$ cat src/rtl/ram_wide_read_streamer.sv
// ram_wide_read_streamer
//   Streams a burst of consecutive wide words out of a synchronous-read RAM
//   port onto a valid/ready stream. A 2-entry skid FIFO absorbs the one-cycle
//   RAM latency, so back-pressure never loses or duplicates a word.
// Ports
//   clk, rst              clock, async active-high reset
//   start                 burst request, sampled only in IDLE
//   base_addr, num_words  burst start address / length (0..2^ADDRWIDTHB)
//   busy, done            burst in progress / one-cycle completion pulse
//   enaB, addrB, doB      RAM read port (doB valid the cycle after enaB)
//   m_valid, m_data,      output stream
//   m_ready
module ram_wide_read_streamer #(
  parameter int WIDTHB     = 64,
  parameter int ADDRWIDTHB = 8
) (
  input  logic                  clk,
  input  logic                  rst,
  input  logic                  start,
  input  logic [ADDRWIDTHB-1:0] base_addr,
  input  logic [ADDRWIDTHB:0]   num_words,
  output logic                  busy,
  output logic                  done,
  output logic                  enaB,
  output logic [ADDRWIDTHB-1:0] addrB,
  input  logic [WIDTHB-1:0]     doB,
  output logic                  m_valid,
  output logic [WIDTHB-1:0]     m_data,
  input  logic                  m_ready
);

  localparam logic [ADDRWIDTHB:0] ONE = 1;

  typedef enum logic [1:0] {IDLE, READ, DRAIN} state_t;
  state_t state, stateNext;

  logic [ADDRWIDTHB-1:0]      baseQ;
  logic [ADDRWIDTHB:0]        numQ, rdCnt, acCnt;
  logic                       inFlight;
  logic [1:0][WIDTHB-1:0]     fifoMem;
  logic                       wrPtr, rdPtr;
  logic [1:0]                 fifoCnt;
  logic                       issue, pop, lastIssue, lastAccept;

  // Occupancy plus the read already in flight must leave room for one more.
  assign issue      = (state == READ) && (rdCnt != numQ) &&
                      ((fifoCnt + {1'b0, inFlight}) < 2'd2);
  assign lastIssue  = issue && ((rdCnt + ONE) == numQ);
  assign enaB       = issue;
  assign addrB      = baseQ + rdCnt[ADDRWIDTHB-1:0];
  assign busy       = (state != IDLE);

  // Stream head is the FIFO head, or the RAM word arriving this cycle when the
  // FIFO is empty. That word is still written to the FIFO at the next edge;
  // if it is accepted now, the read pointer advances past it in the same edge.
  assign m_valid    = (fifoCnt != 2'd0) || inFlight;
  assign m_data     = (fifoCnt != 2'd0) ? fifoMem[rdPtr] :
                      (inFlight ? doB : '0);
  assign pop        = m_valid && m_ready;
  assign lastAccept = (state == DRAIN) && pop && ((acCnt + ONE) == numQ);

  always_comb begin
    stateNext = state;
    case (state)
      IDLE:    if (start && (num_words != '0)) stateNext = READ;
      READ:    if (lastIssue)                  stateNext = DRAIN;
      DRAIN:   if (lastAccept)                 stateNext = IDLE;
      default:                                 stateNext = IDLE;
    endcase
  end

  always_ff @(posedge clk or posedge rst) begin
    if (rst) begin
      state    <= IDLE;
      done     <= 1'b0;
      baseQ    <= '0;
      numQ     <= '0;
      rdCnt    <= '0;
      acCnt    <= '0;
      inFlight <= 1'b0;
      fifoMem  <= '0;
      wrPtr    <= 1'b0;
      rdPtr    <= 1'b0;
      fifoCnt  <= 2'd0;
    end else begin
      state    <= stateNext;
      done     <= ((state == IDLE) && start && (num_words == '0)) || lastAccept;
      inFlight <= issue;

      if ((state == IDLE) && start) begin
        baseQ <= base_addr;
        numQ  <= num_words;
        rdCnt <= '0;
        acCnt <= '0;
      end else begin
        if (issue) rdCnt <= rdCnt + ONE;
        if (pop)   acCnt <= acCnt + ONE;
      end

      if (inFlight) begin
        fifoMem[wrPtr] <= doB;
        wrPtr          <= ~wrPtr;
      end
      if (pop) rdPtr <= ~rdPtr;

      case ({inFlight, pop})
        2'b10:   fifoCnt <= fifoCnt + 2'd1;
        2'b01:   fifoCnt <= fifoCnt - 2'd1;
        default: fifoCnt <= fifoCnt;
      endcase
    end
  end

endmodule

$ cat config.mk
export PLATFORM = sky130hd
export DESIGN_NAME = ram_wide_read_streamer
export DESIGN_NICKNAME = d
export VERILOG_FILES = /design/src/rtl/ram_wide_read_streamer.sv
export SDC_FILE = /design/constraint.sdc
export NUM_CORES = 1
export LEC_CHECK = 0
export ABC_CLOCK_PERIOD_IN_PS = 9650
export CORE_ASPECT_RATIO = 0.8
export CORE_MARGIN = 1.5
export CORE_UTILIZATION = 25
export DETAILED_ROUTE_END_ITERATION = 8
export GPL_TIMING_DRIVEN = 0
export PLACE_DENSITY = 0.44
export SLEW_MARGIN = 30
export SYNTH_ARGS = -nofsm -noshare
export SYNTH_HDL_FRONTEND = slang
export SYNTH_SLANG_ARGS = --single-unit
export TNS_END_PERCENT = 10
$ cat constraint.sdc
create_clock -name clk -period 9.65 [get_ports clk]
set_input_delay 2.4125 -clock clk [delete_from_list [all_inputs] [get_ports clk]]
set_output_delay 2.4125 -clock clk [all_outputs]
set_load 0.02 [all_outputs]
# Yosys cells after proc, flatten, opt, wreduce, memory -nomap -nowiden
# Index checks and enable logic that the tools add are counted.
# word_totals
register_bits,171
in_bits,85
out_inout_bits,76
wordCells,71
# op_classes
n_addsub,6
order_cmp,4
eq_ne,10
muxes,16
bitwise,2
reduce_logical,21
# ops
op,count
$mux W64,5
$bwmux W128,1
$demux W64 S1,1
$mux W9,4
$add A9 B1 Y9 const B,2
$eq A9 B9 Y1,2
$logic_and A1 B1 Y1,10
$reduce_bool A2 Y1,5
$logic_not A9 Y1,1
$ne A9 B9 Y1,1
$reduce_bool A9 Y1,1
$add A8 B8 Y8,1
$mux W2,3
$ne A2 B2 Y1 const B,3
$pmux W2 S3,1
$eq A2 B1 Y1 const B,2
$eq A2 B2 Y1 const B,2
$lt A1 B2 Y1 const B,2
$pmux W2 S2,1
$reduce_and A3 Y1,1
$add A2 B1 Y2,1
$add A2 B1 Y2 const B,1
$logic_not A2 Y1,1
$logic_or A1 B1 Y1,2
other kinds (4),5

# Logic depth before layout (Yosys ltp)
# Gate-level depths: netlist (run 1).
# depth
word_depth,7
mapped_depth,10
mapped_depth_nobuf,9

# Least setup slack after synthesis (run 1)
# No wires, ideal clock.
# synth_path
path_type,input port to output port
from,in doB[63]
to,out m_data[63]
arrival_time_ns,2.713
t_required_ns,7.238
path_slack_ns,4.525
cell_stages,2
path_buffers,0
cell_sequence,nand3_1 o21ai_0
# synth_between
elab_chain_len,2
# synth_lines
element,line_no,text
start: declaration,26,"input logic [WIDTHB-1:0] doB,"
$mux W64,58,(inFlight ? doB : '0);
$mux W64,57,assign m_data = (fifoCnt != 2'd0) ? fifoMem[rdPtr] :
end: declaration,28,"output logic [WIDTHB-1:0] m_data,"
# No other way between the ends.

# Worst setup path after layout (run 1)
# layout_path
from,in doB[14]
to,out m_data[14]
# Same word-level chain as after synthesis.

==> results of run 1 <==
==> cells by family after synthesis <==
| family | count (synthesis) | synth area share, % |
|---|---|---|
| AO/OA/AOI/OAI | 105 | 6.67 |
| AND/OR/NAND/NOR | 207 | 11.3 |
| adder cells (fa/ha/maj) | 11 | 1.66 |
| flip-flops | 171 | 48.9 |
| XOR/XNOR | 44 | 4.49 |
| buffers and inverters | 67 | 3.17 |
| multiplexers | 193 | 23.9 |
==> layout make-up <==
| cell class | instances | area [um^2] | area share [%] |
|---|---|---|---|
| clock inverters | 13 | 190 | 1.63 |
| multi-input cells | 560 | 4200 | 36.1 |
| flip-flops and latches | 171 | 4280 | 36.8 |
| repair buffers | 162 | 1660 | 14.2 |
| plain buffers | 55 | 230 | 1.98 |
| inverters | 12 | 55.1 | 0.473 |
| clock buffers | 18 | 429 | 3.69 |
| well taps | 472 | 591 | 5.08 |
==> cells in the mapped netlist, drive strengths merged (2+ instances only) <==
master / number
dfrtp: 171
mux2: 128
nand3: 80
o21ai: 76
nand2: 72
mux2i: 65
clkbuf: 41
xnor2: 26
nor2: 19
xor2: 18
buf: 14
inv: 12
ha: 10
a21oi: 9
nor3: 8
o211ai: 5
nand4: 4
o31ai: 4
or3: 4
and4: 3
nand2b: 3
nor4: 3
or4: 3
a31oi: 2
and3: 2
==> per-layer routing <==
layer | GRT usage, % | up-vias | routed length, um
li1 | - | 3183 | -
met1 | 21.4 | 3330 | 12800
met2 | 21.6 | 97 | 11100
met3 | 2.60 | 12 | 834
met4 | 3.27 | 0 | 236
met5 | 0 | - | 0
==> sequential cells by signal, indices dropped and copies added (netlist names) <==
register and count:
rdPtr 1, baseQ 8, state 2, numQ 9, fifoMem 128, acCnt 9
fifoCnt 2, done 1, inFlight 1, rdCnt 9, wrPtr 1
==> worst paths after layout <==
kind                       slack [ps]      endpoint  startpoint  depth (start not counted)
max                              3340    m_data[14]     doB[14]                          4
min                               480      baseQ[4]    baseQ[4]                          2
max reg2reg                      7110      state[1]    inFlight                         10
min reg2reg                       480      baseQ[4]    baseQ[4]                          2
max in group asynchronous        6300   fifoMem[94]         rst                          4
min in group asynchronous        2330  fifoMem[119]         rst                          2
==> cells in the final DEF, fill, tap and decap left out, types with 4 or more instances in the layout <==
master	count
or3_1	4
clkbuf_16	17
xnor2_1	26
nand2_1	71
clkdlybuf4s50_1	160
bufinv_16	4
nand4_1	4
nor2_1	19
o21ai_0	74
nor3_1	8
ha_1	10
mux2_2	128
xor2_1	17
clkbuf_1	42
mux2i_1	65
a21oi_1	9
inv_1	9
o211ai_1	5
dfrtp_1	171
buf_1	12
nand3_1	80
==> report_power, final <==
part	total (mW)	internal [mW]	leakage (nW)	switching (mW)
clock network	0.749	0.436	0.295	0.313
registers	1.28	1.07	2.03	0.210
logic	2.73	1.30	2.40	1.43
==> stage by stage <==
stage                     instances  instance area, um^2  setup TNS [ps]  util [%]
after floorplan                 798                 8760               0         -
after global placement         1430                11000          -61130      31.6
after detailed placement       1432                11000               0      31.8
after CTS                      1463                11600               0      33.6
after global routing           1463                11600               0      33.6
final                          1463                11600               0      33.6
==> worst reg2reg max path, delay by kind of cell, from the launching register on <==
family | cells | cell delay [ps]
AO/OA/AOI/OAI | 4 | 1090
flip-flops | 1 | 320
AND/OR/NAND/NOR | 3 | 450
buffers and inverters | 3 | 540
==> flow_summary_export.csv, run 1 <==
group,metric,value,unit
cts,path_clk_slew,70,ps
sta,setup_viol,0,
place,hpwl,17.6,mm
finish,syn_to_final_growth,32.8,%
sta,rsz0062_at_grt,"false",
sta,relSlewSlack,38.8,%
yosys,synthCells,798,
sta,worst_slew_pin_slew,918,ps
sta,skew,11.8,ps
cts,cts_setup_buffers,0,
pwr,peakVddDrop,0.000183,V
sta,slew_viol_final,0,
critical_path,cp-end-kind,"output pin",
yosys,syn_nets,894,
global_route,grt_pass1_wl,39.9,mm
yosys,synth-edff-count,0,
global_route,grt-ovfl-total,0,
floorplan,die_w,212,um
run_status,outcome,"complete, no violations",
finish,n_antenna_cell,0,
routing,drc,0,
cts,h-tree-depth,4,
cts,cts_hold_buffers,0,
routing,routedWlPerCell,17.1,um
critical_path,cpMaxStageDelayCell,"clkdlybuf4s50_1",
yosys,ys_types,51,
place,finalWeightedCongestion,0.771,
critical_path,crit_buf_inv,2,
pwr,power.total,4.76,mW
cts,cts.sinks,171,
yosys,synth.yosys.seq_area_share,48.9,%
cts,cts_tree,"built",
sta,setup_slack,3340,ps
global_route,antenna_found_initial,0,
sta,fin_crit_sh,65.4,%
pwr,leakage,4.73,nW
routing,ant_nets,0,
pwr,pwr_density_cell,409,nW/um^2
sta,fin_hold_ws,483,ps
sta,max_freq,0.159,GHz
floorplan,dieArea,36200,um^2
floorplan,die_h,170,um
routing,drt_iter0_drc,284,
hold_path,hold_class,"flop to flop",
cts,clockBufferDepth,2,
critical_path,critical_path_class,"input port to output pin",
place,io_buffer_count,160,
yosys,yosys.area.top_type,"dfrtp_1",
critical_path,cp_max_fo,3,
routing,vias_per_cell,4.53,
yosys,ys.warnings.count,0,
yosys,synth_area_leaders,"dfrtp_1 49%, mux2_2 16%, mux2i_1 7.4%, nand3_1 4.6%, o21ai_0 4.2%",
place,dp_worst_setup_slack,3350,ps
floorplan,coreArea,34700,um^2
yosys,synth_top_area_share,48.9,%
critical_path,cp_slowest_stage_delay,680,ps
sta,hold_violations,0,
finish,nets,1075,
flow_run,max-cap-violations,0,
floorplan,initial_core_util,25.3,%
cts,ctsRootBufferMaster,"clkbuf_16",
finish,fill_cells,3596,
cts,clk-insertion-delay-late,430,ps
critical_path,start_kind,"input port",
critical_path,crit_chain,"clkdlybuf4s50_1 > nand3_1 > o21ai_0 > clkdlybuf4s50_1",
yosys,syn_area,8760,um^2
finish,drive_gt1_share,17.4,%
global_route,grt_pass1_vias,6921,
critical_path,crit_required,7240,ps
cts,cts_made_buffers,17,
global_route,grt_max_degree,76,
critical_path,worstPathArrival,3900,ps
yosys,ys.flop_type,"dfrtp_1",
yosys,synth_seq_cells,171,
yosys,async_reset_ff_share,100,%
floorplan,ioPinCount,161,
yosys,synthesis.area_per_instance,11.0,um^2
routing,vias,6622,
routing,wirelength,25.0,mm
global_route,grt_usage,14.4,%
critical_path,worst_path_most_repeated_cell,"clkdlybuf4s50_1",
sta,period_minus_slack,6310,ps
floorplan,rows,61,
critical_path,critical-path-top-delay-family,"buffers and inverters",
routing,firstDrtPassIters,4,
cts,cts_resized,0,
Note: power is estimated with default switching activity, not from simulation.
==> inputs of run 2 (changes only) <==
--- a/config.mk
+++ b/config.mk
@@ -5,13 +5,13 @@
 export SDC_FILE = /design/constraint.sdc
 export NUM_CORES = 1
 export LEC_CHECK = 0
-export ABC_CLOCK_PERIOD_IN_PS = 9650
+export ABC_CLOCK_PERIOD_IN_PS = 5600
 export CORE_ASPECT_RATIO = 0.8
 export CORE_MARGIN = 1.5
 export CORE_UTILIZATION = 25
 export DETAILED_ROUTE_END_ITERATION = 8
 export GPL_TIMING_DRIVEN = 0
-export PLACE_DENSITY = 0.44
+export PLACE_DENSITY = 0.46
 export SLEW_MARGIN = 30
 export SYNTH_ARGS = -nofsm -noshare
 export SYNTH_HDL_FRONTEND = slang
==> constraint.sdc (replaced) <==
create_clock -name clk -period 5.6 [get_ports clk]
set_input_delay 1.4 -clock clk [delete_from_list [all_inputs] [get_ports clk]]
set_output_delay 1.4 -clock clk [all_outputs]
set_load 0.02 [all_outputs]
==> run 2 against run 1 <==
Utilization grew 0.28 points. Clock-buffer cell count rose by 4. Critical path type is now flop to output pin. Clock skew up 3.4 ps. Global-route usage is 0.23 points lower.
==> flow_summary_export.csv, run 2 (synthesis gave the netlist of run 1 again) <==
group,metric,value,unit
global_route,grt_pass1_vias,6753,
cts,clockBufferDepth,2,
finish,nets,1081,
critical_path,cpMaxStageDelayCell,"clkdlybuf4s50_1",
critical_path,rr_worst_depth,10,
floorplan,coreArea,34700,um^2
routing,firstDrtPassIters,4,
critical_path,worst_path_most_repeated_cell,"clkbuf_1",
pwr,peakVddDrop,0.000230,V
cts,path_clk_slew,70,ps
cts,cts.sinks,171,
routing,ant_nets,0,
critical_path,start_kind,"flop",
pwr,leakage,4.77,nW
pwr,pwr_density_cell,690,nW/um^2
floorplan,initial_core_util,25.3,%
cts,cts_setup_buffers,0,
cts,clk-insertion-delay-late,430,ps
critical_path,cp_max_fo,10,
place,place_area,11200,um^2
floorplan,ioPinCount,161,
finish,largest_register,"fifoMem",
run_status,outcome,"complete, no violations",
global_route,antenna_found_initial,0,
finish,drive_gt1_share,17.9,%
critical_path,critical-path-top-delay-family,"buffers and inverters",
critical_path,cp-end-kind,"output pin",
routing,wirelength,24.9,mm
sta,period_minus_slack,5090,ps
sta,relSlewSlack,43.4,%
hold_path,holdPathStages,1,
place,placed_cells,1438,
finish,utilization,33.9,%
sta,skew,15.2,ps
place,hpwl,18.1,mm
finish,final_common_cell,"dfrtp_1",
cts,cts_tree,"built",
sta,hold_violations,0,
sta,setup_viol,0,
sta,worst_slew_pin_slew,849,ps
finish,layout_common_cells,"171 x dfrtp_1, 160 x clkdlybuf4s50_1, 128 x mux2_2, 80 x nand3_1, 74 x o21ai_0",
finish,largest_reg_flops,128,
critical_path,crit_chain,"nor2_1 > clkbuf_1 > buf_1 > clkbuf_1 > nand3_1 > o21ai_0 > clkdlybuf4s50_1",
pwr,switching_share,41.3,%
cts,cts_hold_buffers,0,
sta,max_freq,0.197,GHz
sta,fin_setup_tns,0,ps
sta,fin_crit_sh,90.9,%
place,io_buffer_count,160,
critical_path,cp_slowest_stage_delay,670,ps
floorplan,dieArea,36200,um^2
global_route,grt_max_degree,28,
cts,cts_resized,0,
floorplan,rows,61,
global_route,grt-ovfl-total,0,
routing,vias,6646,
finish,syn_to_final_growth,33.9,%
critical_path,worst-path-stages,7,
flow_run,max-cap-violations,0,
finish,layout.cells.non_filler,1471,
sta,rsz0062_at_grt,"false",
global_route,grt_pass1_wl,39.3,mm
critical_path,crit_required,4200,ps
floorplan,die_w,212,um
global_route,grt_usage,14.2,%
place,finalWeightedCongestion,0.786,
cts,h-tree-depth,4,
cts,cts_made_buffers,17,
pwr,clkPwrFrac,14.5,%
routing,routedWlPerCell,16.9,um
routing,drc,0,
pwr,switchingPower,3.34,mW
pwr,combPwrFrac,58.1,%
routing,drt_iter0_drc,391,
hold_path,hold_class,"flop to flop",
finish,fill_cells,3554,
pwr,intPower,4.75,mW
pwr,p_seq_share,27.4,%
routing,vias_per_cell,4.52,
critical_path,worstPathArrival,3690,ps
critical_path,critical_path_class,"flop to output pin",
floorplan,die_h,170,um
critical_path,crit_buf_inv,4,
finish,design_area,11700,um^2
cts,ctsRootBufferMaster,"clkbuf_16",
sta,slew_viol_final,0,
pwr,power.total,8.09,mW
## run 2: power groups by stage
stage | combinational (mW) | clock [mW] | sequential, mW
floorplan | 2.99 | 0 | 2.12
detailed placement | 4.76 | 0 | 2.24
global placement | 4.72 | 0 | 2.23
CTS | 4.78 | 1.22 | 2.22
finish | 4.70 | 1.17 | 2.22
global route | 5.10 | 1.27 | 2.31
## run 2: cell type report
class                      instances  area [um^2]  share of cell area, %
buffer                            55          230                   1.96
timing repair buffer             168         1800                   15.3
sequential                       171         4280                   36.5
antenna                            1         2.50                 0.0213
multi-input combinational        560         4200                   35.8
inverter                          12         51.3                  0.437
clock buffer                      22          484                   4.13
clock inverter                    10         91.3                  0.779
tap                              472          591                   5.03
## run 2: path summary, 6_finish.rpt
path	from	to	slack, ps
setup / recovery	fifoCnt[0]	m_data[57]	510
hold / removal	wrPtr	wrPtr	480
setup reg to reg	inFlight	done	3100
hold reg to reg	wrPtr	wrPtr	480
max in group asynchronous	rst	fifoMem[78]	3290
min in group asynchronous	rst	fifoMem[120]	1280
## run 2: worst register-to-register path: cells and delay by family, from the launching register on
family / cells / cell delay, ps
simple gates: 3 / 410
buf+inv: 3 / 520
compound gates: 4 / 1140
flops: 1 / 320
## run 2: through the flow
step	setup WS, ps	hold WS, ps
CTS	360	485
detailed placement	857	472
floorplan	2020	452
global route	166	515
global placement	231	466
finish	512	481
## run 2: layer usage
metal  track usage (%)  part of all wire (%)
met2              21.0                    43
met1              20.9                    52
met4              3.58                   1.0
met5                 0                     0
met3              2.93                   4.3
==> inputs of run 3 (changes only) <==
--- a/config.mk
+++ b/config.mk
@@ -10,8 +10,11 @@
 export CORE_MARGIN = 1.5
 export CORE_UTILIZATION = 25
 export DETAILED_ROUTE_END_ITERATION = 8
+export DONT_BUFFER_PORTS = 1
 export GPL_TIMING_DRIVEN = 0
-export PLACE_DENSITY = 0.46
+export HOLD_SLACK_MARGIN = 0.08
+export MAX_ROUTING_LAYER = met4
+export PLACE_DENSITY = 0.4
 export SLEW_MARGIN = 30
 export SYNTH_ARGS = -nofsm -noshare
 export SYNTH_HDL_FRONTEND = slang
==> run 3 against run 2 <==
Cell count down 11%. Global-route usage about the same. First-iteration DRC count down 39%. Total power down 12%. Sequential share of layout area up 5.9 points. Utilization down 4.7 points. Highest routed layer unchanged.
==> flow_summary_export.csv, run 3 (synthesis gave the netlist of run 1 again) <==
group,metric,value,unit
run_status,outcome,"complete, no violations",
critical_path,cp_slowest_stage_delay,560,ps
pwr,pwr_density_cell,704,nW/um^2
finish,syn_to_final_growth,15.3,%
pwr,switching_share,45.2,%
finish,largest_register,"fifoMem",
floorplan,die_w,212,um
pwr,intPower,3.89,mW
routing,wl_met2,10.5,mm
critical_path,cp_max_fo,10,
pwr,combPwrFrac,51.9,%
sta,fin_setup_tns,0,ps
sta,skew,11.6,ps
global_route,grt-ovfl-total,0,
sta,fin_hold_ws,486,ps
routing,wl_met3,1.34,mm
global_route,grt_max_degree,26,
sta,max_freq,0.219,GHz
routing,routedWlPerCell,18.6,um
routing,drt_iter0_drc,238,
place,dp_worst_setup_slack,1380,ps
sta,setup_slack,1040,ps
cts,clk-insertion-delay-late,450,ps
place,finalWeightedCongestion,0.746,
critical_path,crit_required,4200,ps
critical_path,worstPathArrival,3160,ps
routing,firstDrtPassIters,4,
sta,setup_viol,0,
place,hpwl,17.6,mm
finish,final_common_cell,"dfrtp_1",
sta,worst_slew_pin_slew,926,ps
finish,fill_cells,3666,
finish,largest_reg_flops,128,
floorplan,dieArea,36200,um^2
sta,fin_crit_sh,81.4,%
finish,drive_gt1_share,21.4,%
pwr,clkPwrFrac,17.1,%
sta,period_minus_slack,4560,ps
critical_path,critical_path_class,"flop to output pin",
critical_path,cpMaxStageDelayCell,"buf_1",
floorplan,die_h,170,um
critical_path,crit_buf_inv,3,
critical_path,crit_chain,"nor2_1 > clkbuf_1 > buf_1 > buf_1 > nand3_1 > o21ai_0",
cts,cts_made_buffers,17,
critical_path,cp-end-kind,"output pin",
routing,m1WireLength,12.2,mm
sta,slew_viol_final,0,
flow_run,max-cap-violations,0,
cts,cts.sinks,171,
routing,vias,6025,
critical_path,start_kind,"flop",
cts,cts_hold_buffers,0,
sta,rsz0062_at_grt,"false",
cts,cts_tree,"built",
pwr,power.total,7.11,mW
critical_path,critical-path-top-delay-family,"buffers and inverters",
cts,clockBufferDepth,2,
cts,ctsRootBufferMaster,"clkbuf_16",
sta,relSlewSlack,37.6,%
cts,path_clk_slew,60,ps
cts,h-tree-depth,4,
floorplan,initial_core_util,25.3,%
pwr,peakVddDrop,0.000209,V
global_route,antenna_found_initial,0,
routing,wirelength,24.3,mm
routing,vias_per_cell,4.60,
finish,nets,920,
pwr,switchingPower,3.21,mW
critical_path,worst_path_most_repeated_cell,"buf_1",
cts,cts_resized,0,
finish,n_antenna_cell,0,
routing,ant_nets,0,
cts,cts_setup_buffers,0,
finish,layout_common_cells,"171 x dfrtp_1, 128 x mux2_2, 80 x nand3_1, 74 x o21ai_0, 71 x nand2_1",
routing,drc,0,
place,io_buffer_count,0,
global_route,grt_pass1_wl,37.0,mm
global_route,grt_pass1_vias,6037,
sta,hold_violations,0,
routing,top_layer_used,"met4",
place,placed_cells,1277,
floorplan,ioPinCount,161,
floorplan,coreArea,34700,um^2
finish,layout.cells.non_filler,1309,
global_route,grt_usage,14.2,%
hold_path,hold_class,"flop to flop",
pwr,p_seq_share,31.1,%
pwr,leakage,4.15,nW
floorplan,rows,61,
## run 3: cell count changes in the layout (fill, tap and decap cells not counted), sizes merged
cell | previous run | this run
diode | 1 | 0
inv | 11 | 16
clkdlybuf4s50 | 160 | 0
clkinv | 7 | 3
clkinvlp | 3 | 2
buf | 22 | 21
## run 3: path summary, 6_finish.rpt
check	startpoint	endpoint	slack [ps]	cells past startpoint
max	fifoCnt[0]	m_data[52]	1040	6
min	wrPtr	wrPtr	490	1
max reg2reg	inFlight	state[1]	2930	10
min reg2reg	wrPtr	wrPtr	490	1
max in group asynchronous	rst	fifoMem[16]	3620	5
min in group asynchronous	rst	fifoMem[55]	870	1
## run 3: worst reg2reg max path: stages, from the launching register on
cell and delay [ps]:
dfrtp_1 330, clkbuf_1 230, inv_1 100, nand2_1 250, nand2_1 220, inv_2 220
o21ai_0 120, nor2_1 120, o2111ai_1 110, a2111oi_0 650, o21ai_0 170
## run 3: metrics by stage
step                      area [um^2]  utilization, %
after global placement           9350            27.0
after detailed placement         9500            27.4
after global routing            10100            29.1
final                           10100            29.1
after CTS                       10100            29.1
after floorplan                  8760               -
## run 3: power by group through the flow
stage                     logic [mW]  registers [mW]  clock network [mW]
final                           3.69            2.21                1.21
after global routing            4.05            2.29                1.32
after CTS                       3.77            2.21                1.27
after detailed placement        3.76            2.24                   0
after global placement          3.72            2.23                   0
after floorplan                 2.99            2.12                   0
## run 3: cell type report
class / count / area, um^2 / share of cell area (%)
tap: 472 / 591 / 5.85
timing repair buffer: 7 / 148 / 1.46
clock buffer: 22 / 494 / 4.90
clock inverter: 10 / 100 / 0.992
inverter: 12 / 51.3 / 0.508
buffer: 55 / 230 / 2.28
sequential: 171 / 4280 / 42.4
multi-input combinational: 560 / 4200 / 41.6
## run 3: layer usage
metal  vias to the layer above  global-route usage (%)
li1                       2882                       -
met4                         0                    3.39
met1                      3022                    19.7
met3                        17                    4.24
met5                         -                       -
met2                       104                    19.9
